$ cat config.mk
export PLATFORM = sky130hd
export DESIGN_NAME = cla_nibble_serial_adder
export DESIGN_NICKNAME = d
export VERILOG_FILES = /design/src/rtl/cla_nibble_serial_adder.sv
export SDC_FILE = /design/constraint.sdc
export NUM_CORES = 1
export LEC_CHECK = 0
export ABC_CLOCK_PERIOD_IN_PS = 6500
export CAP_MARGIN = 5
export CORE_UTILIZATION = 55
export DETAILED_ROUTE_END_ITERATION = 16
export PLACE_DENSITY = 0.83
export REMOVE_ABC_BUFFERS = 1
export SYNTH_ARGS = -nofsm -noshare
export SYNTH_HDL_FRONTEND = slang
export SYNTH_SLANG_ARGS = --single-unit
$ cat constraint.sdc
create_clock -name clk -period 6.5 [get_ports clk]
set_clock_uncertainty 0.05 [all_clocks]
set_input_delay 1.3 -clock clk [delete_from_list [all_inputs] [get_ports clk]]
set_output_delay 1.3 -clock clk [all_outputs]
set_load 0.02 [all_outputs]
$ cat src/rtl/cla_nibble_serial_adder.sv
// cla_nibble_serial_adder: WIDTH-bit add/subtract built from one 4-bit
// carry-lookahead slice, stepped over the operand nibbles LSB first.
// The carry between nibbles lives in r_carry; subtract is a + ~b + 1.
module cla_nibble_serial_adder #(
  parameter int WIDTH = 16
) (
  input  logic             clk,
  input  logic             rst,
  input  logic             start,
  input  logic             sub,
  input  logic [WIDTH-1:0] a,
  input  logic [WIDTH-1:0] b,
  output logic             busy,
  output logic             done,
  output logic [WIDTH-1:0] sum,
  output logic             cout,
  output logic             ovf
);

  localparam int NIB  = WIDTH / 4;
  // Wide enough to hold NIB, the value the index reaches after the last step.
  localparam int IDXW = $clog2(NIB + 1);
  localparam logic [IDXW-1:0] LAST_IDX = IDXW'(NIB - 1);

  typedef enum logic [1:0] {
    S_IDLE = 2'd0,
    S_RUN  = 2'd1,
    S_DONE = 2'd2
  } state_t;

  // 4-bit carry-lookahead slice.
  // Returns {carry out of bit 3, carry into bit 3, sum[3:0]}.
  function automatic logic [5:0] cla4(input logic [3:0] x,
                                      input logic [3:0] y,
                                      input logic       ci);
    logic [3:0] g;
    logic [3:0] p;
    logic [4:0] c;
    g    = x & y;
    p    = x ^ y;
    c[0] = ci;
    c[1] = g[0] | (p[0] & c[0]);
    c[2] = g[1] | (p[1] & g[0]) | (p[1] & p[0] & c[0]);
    c[3] = g[2] | (p[2] & g[1]) | (p[2] & p[1] & g[0])
         | (p[2] & p[1] & p[0] & c[0]);
    c[4] = g[3] | (p[3] & g[2]) | (p[3] & p[2] & g[1])
         | (p[3] & p[2] & p[1] & g[0]) | (p[3] & p[2] & p[1] & p[0] & c[0]);
    return {c[4], c[3], p ^ c[3:0]};
  endfunction

  state_t            r_state;
  state_t            w_next;
  logic [WIDTH-1:0]  r_a;
  logic [WIDTH-1:0]  r_b;
  logic [WIDTH-1:0]  r_sum;
  logic              r_carry;
  logic              r_cout;
  logic              r_ovf;
  logic [IDXW-1:0]   r_idx;

  logic              w_accept;
  logic              w_last;
  logic [3:0]        w_a_nib;
  logic [3:0]        w_b_nib;
  logic [5:0]        w_slice;

  // Start is only honoured when no operation is in flight.
  assign w_accept = start & ((r_state == S_IDLE) | (r_state == S_DONE));
  assign w_last   = (r_idx == LAST_IDX);

  // Current nibble of each captured operand.
  assign w_a_nib = 4'(r_a >> {r_idx, 2'b00});
  assign w_b_nib = 4'(r_b >> {r_idx, 2'b00});
  assign w_slice = cla4(w_a_nib, w_b_nib, r_carry);

  // State register.
  always_ff @(posedge clk) begin
    if (rst) begin
      r_state <= S_IDLE;
    end else begin
      r_state <= w_next;
    end
  end

  // Next-state logic.
  always_comb begin
    w_next = r_state;
    case (r_state)
      S_IDLE: begin
        if (start) w_next = S_RUN;
        else       w_next = S_IDLE;
      end
      S_RUN: begin
        if (w_last) w_next = S_DONE;
        else        w_next = S_RUN;
      end
      S_DONE: begin
        if (start) w_next = S_RUN;
        else       w_next = S_IDLE;
      end
      default: w_next = S_IDLE;
    endcase
  end

  // Datapath: capture operands on accept, then fold one nibble per RUN cycle.
  always_ff @(posedge clk) begin
    if (rst) begin
      r_a     <= '0;
      r_b     <= '0;
      r_sum   <= '0;
      r_carry <= 1'b0;
      r_cout  <= 1'b0;
      r_ovf   <= 1'b0;
      r_idx   <= '0;
    end else if (w_accept) begin
      r_a     <= a;
      r_b     <= sub ? ~b : b;
      r_carry <= sub;
      r_idx   <= '0;
      r_sum   <= '0;
      r_cout  <= 1'b0;
      r_ovf   <= 1'b0;
    end else if (r_state == S_RUN) begin
      for (int k = 0; k < NIB; k++) begin
        if (r_idx == IDXW'(k)) begin
          r_sum[4*k +: 4] <= w_slice[3:0];
        end
      end
      r_carry <= w_slice[5];
      r_idx   <= r_idx + 1'b1;
      if (w_last) begin
        r_cout <= w_slice[5];
        r_ovf  <= w_slice[5] ^ w_slice[4];
      end
    end
  end

  assign busy = (r_state == S_RUN);
  assign done = (r_state == S_DONE);
  assign sum  = r_sum;
  assign cout = r_cout;
  assign ovf  = r_ovf;

endmodule

Yosys cells after proc, flatten, opt, wreduce, memory -nomap -nowiden
Cells that the tools add are included.
{"block": "word_totals", "register_bits": 56, "inputBits": 36, "word_cells": 67}
{"block": "op_classes", "addsub": 1, "n_eq_ne": 5, "n_shift": 2, "n_mux": 6, "bitwise_logic": 33, "reduce_logical": 9}
{"cell": "$shr A16 B5 Y4", "count": 2}
{"cell": "$and A1 B1 Y1", "count": 17}
{"cell": "$mux W16", "count": 1}
{"cell": "$not A16 Y16", "count": 1}
{"cell": "$or A1 B1 Y1", "count": 11}
{"cell": "$reduce_and A2 Y1", "count": 4}
{"cell": "$xor A4 B4 Y4", "count": 2}
{"cell": "$eq A3 B2 Y1 const B", "count": 2}
{"cell": "$and A4 B4 Y4", "count": 1}
{"cell": "$pmux W2 S2", "count": 1}
{"cell": "$reduce_or A2 Y1", "count": 2}
{"cell": "$add A3 B1 Y3 const B", "count": 1}
{"cell": "$eq A3 B1 Y1 const B", "count": 1}
{"cell": "$logic_not A3 Y1", "count": 1}
{"cell": "$mux W1", "count": 3}
{"cell": "$eq A2 B1 Y1 const B", "count": 1}
{"cell": "$eq A2 B2 Y1 const B", "count": 1}
{"cell": "$logic_not A2 Y1", "count": 1}
{"cell": "$mux W2", "count": 1}
{"cell": "$reduce_bool A2 Y1", "count": 1}
{"cell": "$xor A1 B1 Y1", "count": 1}

Longest topological paths before layout
{"block": "depth", "ltp_word": 9, "ltp_mapped": 8, "ltp_nobuf": 8}

Worst setup path after synthesis
No wires, ideal clock.
{"block": "synth_path", "kind": "register to register", "start": "register r_idx[0]", "end": "register r_sum[11] (netlist: sum[11])", "setup_time_ps": 87, "arrival_ps": 2285, "required_time_ps": 6363, "setup_slack_ps": 4078, "stages_incl_launch_ff": 9, "cell_sequence": "dfxtp_1 > buf_6 > mux4_2 > and2_1 > ha_1 > o21a_1 > a21o_4 > xnor2_4 > o31ai_1"}
{"block": "synth_via", "elab_chain_cells": 7}
{"element": "from (decl)", "line_no": "59", "text": "logic [IDXW-1:0] r_idx;"}
{"element": "from (signal assigned)", "line_no": "130", "text": "r_idx <= r_idx + 1'b1;"}
{"element": "$shr A16 B5 Y4, on equally long branches", "line_no": "72, 73"}
{"element": "$xor A4 B4 Y4 / $and A4 B4 Y4 (equally long branches)", "line_no": "40, 39"}
{"element": "$and A1 B1 Y1, on equally long branches", "line_no": "44, 45"}
{"element": "$or A1 B1 Y1, or another cell as far along", "line_no": "44", "text": "c[3] = g[2] | (p[2] & g[1]) | (p[2] & p[1] & g[0])"}
{"element": "$or A1 B1 Y1 / $and A1 B1 Y1 (equally long branches)", "line_no": "44, 45"}
{"element": "$or A1 B1 Y1", "line_no": "45", "text": "| (p[2] & p[1] & p[0] & c[0]);"}
{"element": "$xor A4 B4 Y4", "line_no": "48", "text": "return {c[4], c[3], p ^ c[3:0]};"}
{"element": "to (signal, indexed assignment)", "line_no": "126", "text": "r_sum[4*k +: 4] <= w_slice[3:0];"}
{"element": "to (decl)", "line_no": "55", "text": "logic [WIDTH-1:0] r_sum;"}
Parallel ways exist; a longest one is shown, timed or not.
A chain may end at the register's enable or synchronous reset.

Worst setup path after layout
{"block": "layout_path", "start": "register r_state[0]", "end": "output busy"}
{"block": "layout_via", "elab_chain_cells": 1}
{"element": "from (decl)", "line_no": "51", "text": "state_t r_state;"}
{"element": "from (signal assigned)", "line_no": "81", "text": "r_state <= w_next;"}
{"element": "$eq A2 B1 Y1", "line_no": "138", "text": "assign busy = (r_state == S_RUN);"}
{"element": "to (decl)", "line_no": "13", "text": "output logic busy,"}
Every way passes these cells.

==> results.md <==
* Total GRT Usage at 21.71%
* Cts bufs inserted at 5
* HP Class: reg2reg
* #FFs+latches synth at 56
* Share of cells above drive strength 1 at 8.036%
* Crit path arrival time at 1.93 ns
* CP Buf/Inv Count at 1
* Synth warn at 0
* Initial antenna violation count at 0
* Crit path required time at 5.15 ns
* Post-Syn Area at 2674 um^2
* Fmax at 304.6 MHz
* Top area cells in the synthesized netlist: dfxtp_1 42%, a211oi_1 7.0%, nand2_1 7.0%
* Cells along the critical path: nor2b_2, clkdlybuf4s50_1
* Max Root-Sink Buffers at 2
* Max-cap violations at 0
* CTS tree: yes
* P_leak at 1.187 nW
* Startpoint types: flop
* Worst ir drop on vdd at 0.1322 mV
* H-tree depth at 2
* Final hold violations at 0
* Main synth FF type: dfxtp_1
* Core Box Area at 4692 um^2
* Post-synthesis cell count at 292
* CTS Sinks at 56
* Grt ovf at 0
* Vias in the first global route at 2016
* Critical path's top delay family: buffers and inverters
* Largest net degree at the start of global routing at 51
* Worst setup EP type: output pin
* Avg WL per Cell at 12.78 um
* Antenna-violating nets left at 0
* Drt first pass iters at 4
* Commonest cells post-synth: 56 x dfxtp_1, 50 x nand2_1, 27 x a21oi_1
* Crit path kind: reg2out
* Status: finished, final reports clean
* Area of the multi-input gates at 1411 um^2
* Final min period at 3.283 ns
* Die Ht at 71.73 um
* Tcrit/Tclk final at 50.51%
* Worst skew pair latency at 0.30 ns
* Clock-pin transition on the worst setup and hold timing paths at 0.09 ns
* Reg2Reg Setup Slack at 3.66 ns
* # diodes at 0
* Gpl congestion at 0.7612
* Slew Viols, Final at 0
* Endpoints failing setup at 0
* Max-slew headroom at 33.90%
* Yosys top cell by area: dfxtp_1
* Seq. cell area at 1121 um^2
* CP max stage delay at 0.70 ns
* HPWL after detailed placement at 3672 um
* Fill cells at 395
* First-pass GRT wire length at 8735 um
* Worst slew pin tran at 0.9895 ns
* Crit Path Max Fanout at 11
* Most common cell in the netlist: dfxtp_1
* Setup TNS at 0 ns
* # IOs at 56
* Synth unique cells at 37
* Critical path's slowest cell: clkdlybuf4s50_1
* P&R area growth vs syn at 23.82%
* Setup Buffers After CTS at 0
* Dpl ws at 3.154 ns
* Vias at 2093
* DR DRC count at 0
* # port buffers at 55
* Number of hold buffers added after CTS at 0
* Post-Route WL at 4985 um
* Routed vias/inst at 5.367
* Row count at 25
* Asr flop ratio synth at 0%
* Setup WS post-layout at 3.217 ns
* Pwr Density at 229.1 nW/um^2
* Die W at 71.73 um
* Initial Util at 56.99%
* EDFF count, synth at 0
* Clock Tree Root: clkbuf_8
* Yosys top cell area share at 41.93%
* Die area at 5144 um^2
* RSZ-0062 raised after global routing: no
* Number of DRC markers in iteration 0 at 102
* Register area share after synthesis at 41.93%
* Layout Nets at 381
* Syn Area/Cell at 9.157 um^2
* Post-CTS Resized at 0
area by class of cell:
type | count | share of cell area, %
Timing Repair Buffer | 56 | 16.86
Tap cell | 54 | 2.041
Clock inverter | 1 | 0.9070
Sequential cell | 56 | 33.86
Clock buffer | 7 | 2.910
Multi-Input combinational cell | 209 | 42.63
Inverter | 7 | 0.7936
per-stage QoR:
step / instance area, um^2 / power, mW / hold slack, ns / cells / util [%]
floorplan: 2551 / 0.4703 / 0.3757 / 272 / -
global placement: 3184 / 0.5199 / 0.3908 / 382 / 67.87
detailed placement: 3184 / 0.5243 / 0.3957 / 382 / 67.87
CTS: 3311 / 0.7643 / 0.4092 / 390 / 70.56
global route: 3311 / 0.7956 / 0.4289 / 390 / 70.56
finish: 3311 / 0.7584 / 0.4058 / 390 / 70.56
cells by family after synthesis:
logic type,count (synthesis),share of synthesized area [%]
AOI/OAI and AO/OA,65,16.24
xor gates and xnor gates,19,6.926
muxes,9,6.318
DFF,56,41.93
buffers and inverters,27,5.568
and+or+nand+nor,106,18.06
adders and majority gates,10,4.960
registers in the layout (all words and copies together), names as in the netlist:
signal and count:
r_b 16, sum 16, cout 1, r_a 16, ovf 1, r_carry 1
r_idx 3, r_state 2
report_power, final:
group	switching [mW]	leakage (nW)	total [mW]	internal, mW
Sequential	0.0134	0.458	0.375	0.362
Clock	0.107	0.0645	0.243	0.136
Combinational	0.0692	0.664	0.140	0.0710
cells in the final DEF, fill, tap and decap left out, types with 8 or more instances in the layout:
cell type / netlist / layout
dfxtp_1: 56 / 56
a211oi_1: 25 / 25
ha_1: 9 / 9
nand3_1: 8 / 8
a21oi_1: 27 / 27
nor2_1: 26 / 26
clkdlybuf4s50_1: 0 / 55
xnor2_1: 18 / 18
nand2_1: 50 / 50
worst reg2reg max path, stage by stage (launching register included):
cell and delay (ns):
dfxtp_1 0.79, mux4_2 0.58, and2_1 0.17, ha_1 0.34, o21a_1 0.21, a21o_4 0.25, xnor2_4 0.15, o31ai_1 0.21
metal layers:
metal | wire length [um] | GRT usage, %
met5 | 0 | 0
met4 | 65 | 8.279
met3 | 170 | 3.376
met2 | 2521 | 41.09
met1 | 2229 | 24.28
path summary, 6_finish.rpt:
| path | cells after the start | startpoint | end |
|---|---|---|---|
| setup reg to reg | 7 | r_idx[0]$_SDFFE_PP0P_ | sum[3]$_SDFFE_PP0P_ |
| hold / removal | 2 | sum[1]$_SDFFE_PP0P_ | sum[1]$_SDFFE_PP0P_ |
| hold reg to reg | 2 | sum[1]$_SDFFE_PP0P_ | sum[1]$_SDFFE_PP0P_ |
| setup / recovery | 2 | r_state[0]$_SDFF_PP0_ | busy |
No activity file was read; power rests on OpenSTA's default activity.
==> edit 1, RTL diff (same settings) <==
Set the parameter `WIDTH` to 8 (it was 16).
--- a/src/rtl/cla_nibble_serial_adder.sv
+++ b/src/rtl/cla_nibble_serial_adder.sv
@@ -2,7 +2,7 @@
 // carry-lookahead slice, stepped over the operand nibbles LSB first.
 // The carry between nibbles lives in r_carry; subtract is a + ~b + 1.
 module cla_nibble_serial_adder #(
-  parameter int WIDTH = 16
+  parameter int WIDTH = 8
 ) (
   input  logic             clk,
   input  logic             rst,
Interface: changed (resized a, b and sum); port bits go from 56 to 32. No check against the original RTL was run, so the function may have changed too.
==> edit 1 against the original RTL <==
  * Sequential cell count decreased by 25
  * Critical path type unchanged
  * Cell area shrank 43%
  * Total power shrank 48%
  * Worst setup slack better by 0.27 ns
  * Count of clock-buffer cells in the layout is 1 lower
  * Combinational power decreased by 37%
  * Routed wire length shrank 45%
  * Synthesized area shrank 43%
==> edit 1: results <==
metrics = {
    "global_routing": {
        "grt_usage": 0.229,
        "antenna_found_initial": 0,
        "grt_first_pass_wirelength_um": 4620,
        "grt_pass1_vias": 1102,
        "grt_max_degree": 27,
        "grt_util_met3": 0.0583,
    },
    "synthesis": {
        "ys.warnings.count": 0,
        "synth_seq_area_share": 0.405,
        "synth_area_leaders": "dfxtp_1, xnor2_1, mux2i_1",
        "synth.distinct_cells": 29,
    },
    "finish": {
        "drive_gt1_frac": 0.0704,
        "fill_cells": 196,
        "layout.nets": 227,
    },
    "clocking": {
        "root_buffer": "clkbuf_4",
        "insertion_delay_ns": 0.33,
    },
    "critical_path": {
        "cp_data_arrival_time_ns": 1.66,
        "r2r_slack_ns": 4.14,
        "max_stage_delay_ns": 0.66,
        "path_max_fanout": 13,
    },
    "worst_hold_path": {
        "worstHoldEndpoint": "r_a[0]$_SDFFE_PP0P_",
        "hp-start": "r_a[0]$_SDFFE_PP0P_",
    },
    "power_and_ir_drop": {
        "p_per_area_mw_per_mm2": 212,
        "leakagePower_nw": 0.696,
        "ir_drop_v": 0.000194,
    },
    "routing": {
        "drt_iter0_drc": 14,
        "post_drt_wl_per_cell_um": 12.0,
        "via_per_inst": 5.42,
        "num_vias": 1242,
    },
    "placed_design": {
        "placed_area_sq_mm": 0.00184,
        "io_buffers": 31,
        "placed_cells": 223,
        "finalWeightedCongestion": 0.792,
    },
    "run_status": {
        "status": "complete, no violations",
    },
}
-- edit 1: how the worst max path moves through the flow --
stage,from,to,slack [ns]
2_1_floorplan,start,r_carry$_SDFFE_PP0P_,3.65
3_3_place_gp,start,sum[2]$_SDFFE_PP0P_,3.64
3_5_place_dp,start,sum[2]$_SDFFE_PP0P_,3.61
4_1_cts,r_state[0]$_SDFF_PP0_,busy,3.47
5_1_grt,r_state[0]$_SDFF_PP0_,busy,3.38
6_report,r_state[0]$_SDFF_PP0_,busy,3.49
-- edit 1: area by class of cell --
| type | count | area share |
|---|---|---|
| Multi-Input combinational cell | 124 | 0.444 |
| Timing Repair Buffer | 33 | 0.173 |
| Clock buffer | 6 | 0.0220 |
| Tap cell | 30 | 0.0200 |
| Sequential cell | 31 | 0.331 |
| Inverter | 5 | 0.0100 |
-- edit 1: where the power goes --
part           leakage [nW]  switching (mW)  internal, mW
Clock                0.0242          0.0606        0.0384
Combinational         0.418          0.0459        0.0429
Sequential            0.254         0.00821         0.201
Total                 0.696           0.115         0.283
-- edit 1: logic make-up (layout without fill, tap and decap cells) --
| kind of cell | count (synthesis) | count (layout) | share of synthesized area |
|---|---|---|---|
| AO/OA/AOI/OAI | 36 | 36 | 0.184 |
| buffers and inverters | 17 | 44 | 0.0522 |
| flip-flops | 31 | 31 | 0.405 |
| XOR/XNOR | 11 | 11 | 0.0628 |
| adder cells (fa/ha/maj) | 7 | 7 | 0.0620 |
| AND/OR/NAND/NOR | 61 | 61 | 0.175 |
| multiplexers | 9 | 9 | 0.0587 |
-- edit 1: routing by layer --
| layer | wire length, um | part of all wire |
|---|---|---|
| met5 | 0 | 0 |
| met4 | 55 | 0.020 |
| met3 | 125 | 0.045 |
| met2 | 1350 | 0.49 |
| met1 | 1220 | 0.44 |
==> edit 2, RTL diff (same settings) <==
Made on the original files. Reset style: asynchronous (`rst`), changed in 2 clocked blocks.
--- a/src/rtl/cla_nibble_serial_adder.sv
+++ b/src/rtl/cla_nibble_serial_adder.sv
@@ -74,7 +74,7 @@
   assign w_slice = cla4(w_a_nib, w_b_nib, r_carry);
 
   // State register.
-  always_ff @(posedge clk) begin
+  always_ff @(posedge clk or posedge rst) begin
     if (rst) begin
       r_state <= S_IDLE;
     end else begin
@@ -103,7 +103,7 @@
   end
 
   // Datapath: capture operands on accept, then fold one nibble per RUN cycle.
-  always_ff @(posedge clk) begin
+  always_ff @(posedge clk or posedge rst) begin
     if (rst) begin
       r_a     <= '0;
       r_b     <= '0;
Formal check against the unedited RTL: differs if rst is asserted again (counterexample within 4 cycles, from zero or initial values and one cycle with rst high); with rst held inactive, the same outputs for 10 cycles.
==> edit 2 against the original RTL <==
  * Synthesized area increased by 8.2%
  * Sequential cell count did not move
  * Cell area rose by 6.0%
  * Die area is 8.0% higher
  * Worst setup slack better by 0.19 ns
  * Routed wire length up 12%
Power is not compared: it rests on default switching activity, and its combinational part moved more than twofold at a synthesized area within 25%.
==> edit 2: results <==
metrics = {
    "critical_path": {
        "crit_path_start": "r_state[0]$_DFF_PP0_",
        "r2r_slack_ns": 3.53,
        "reg2reg_from": "r_idx[0]$_DFFE_PP0P_",
        "cp_data_arrival_time_ns": 1.75,
        "max_stage_delay_ns": 0.62,
        "path_max_fanout": 8,
        "reg2reg_to": "sum[7]$_DFFE_PP0P_",
    },
    "finish": {
        "clock_cell_area_share": 0.0221,
        "design_area_sq_mm": 0.00351,
        "finalNonFillerCells": 407,
        "multi_input_comb_cells": 211,
        "multi_input_area_share": 0.387,
        "fill_cells": 421,
        "buf_share": 0.159,
        "ff_latch_area_sq_mm": 0.00140,
        "largest_cell_class": "sequential cells",
        "nClkBuffers": 6,
    },
    "routing": {
        "drt_iter0_drc": 111,
    },
    "placed_design": {
        "placed_area_sq_mm": 0.00343,
        "dp_slack_ns": 3.44,
        "finalWeightedCongestion": 0.787,
    },
    "synthesis": {
        "ys_top_cells_by_count": "nand2_1, dfrtp_1, o21ai_0, xnor2_1, nand3_1",
        "synth.most_common_cell": "nand2_1",
        "postSynthCellCount": 293,
        "synth_seq_area_share": 0.484,
        "synth.distinct_cells": 38,
        "synth_area_leaders": "dfrtp_1, nand2_1, mux4_2",
        "ys.flop_type": "dfrtp_1",
        "synthArstFlopShare": 1.00,
    },
    "global_routing": {
        "grt_pass1_vias": 2080,
        "use_met1": 0.297,
        "grt_usage": 0.230,
        "grt_util_met3": 0.0447,
        "grt_max_degree": 61,
    },
    "floorplan": {
        "die-width_um": 74.5,
    },
    "timing": {
        "min_period_ns": 3.10,
        "timing.hold.ws_ns": 0.429,
    },
    "run_status": {
        "status": "complete, no violations",
    },
    "worst_hold_path": {
        "hp-start": "r_a[3]$_DFFE_PP0P_",
        "worstHoldEndpoint": "r_a[3]$_DFFE_PP0P_",
    },
}
-- edit 2: routing by layer --
layer	part of all wire	wire [um]
met1	0.46	2560
met2	0.48	2720
met3	0.037	207
met4	0.022	121
met5	0	0
-- edit 2: cells by family (layout without fill, tap and decap cells) --
logic type / count (synthesis) / count (layout) / synth area share
and+or+nand+nor: 127 / 127 / 0.204
DFF: 56 / 56 / 0.484
AOI/OAI and AO/OA: 44 / 44 / 0.0869
buffers and inverters: 26 / 70 / 0.0480
xor gates and xnor gates: 18 / 18 / 0.0545
muxes: 12 / 12 / 0.0761
adders and majority gates: 10 / 10 / 0.0458
-- edit 2: worst register-to-register path: cells and delay by family, from the launching register on --
kind                     cells  cell delay, ns
AO/OA/AOI/OAI                1            0.18
flip-flops                   1            0.78
AND/OR/NAND/NOR              3            0.62
multiplexers                 2            0.88
adder cells (fa/ha/maj)      1            0.34
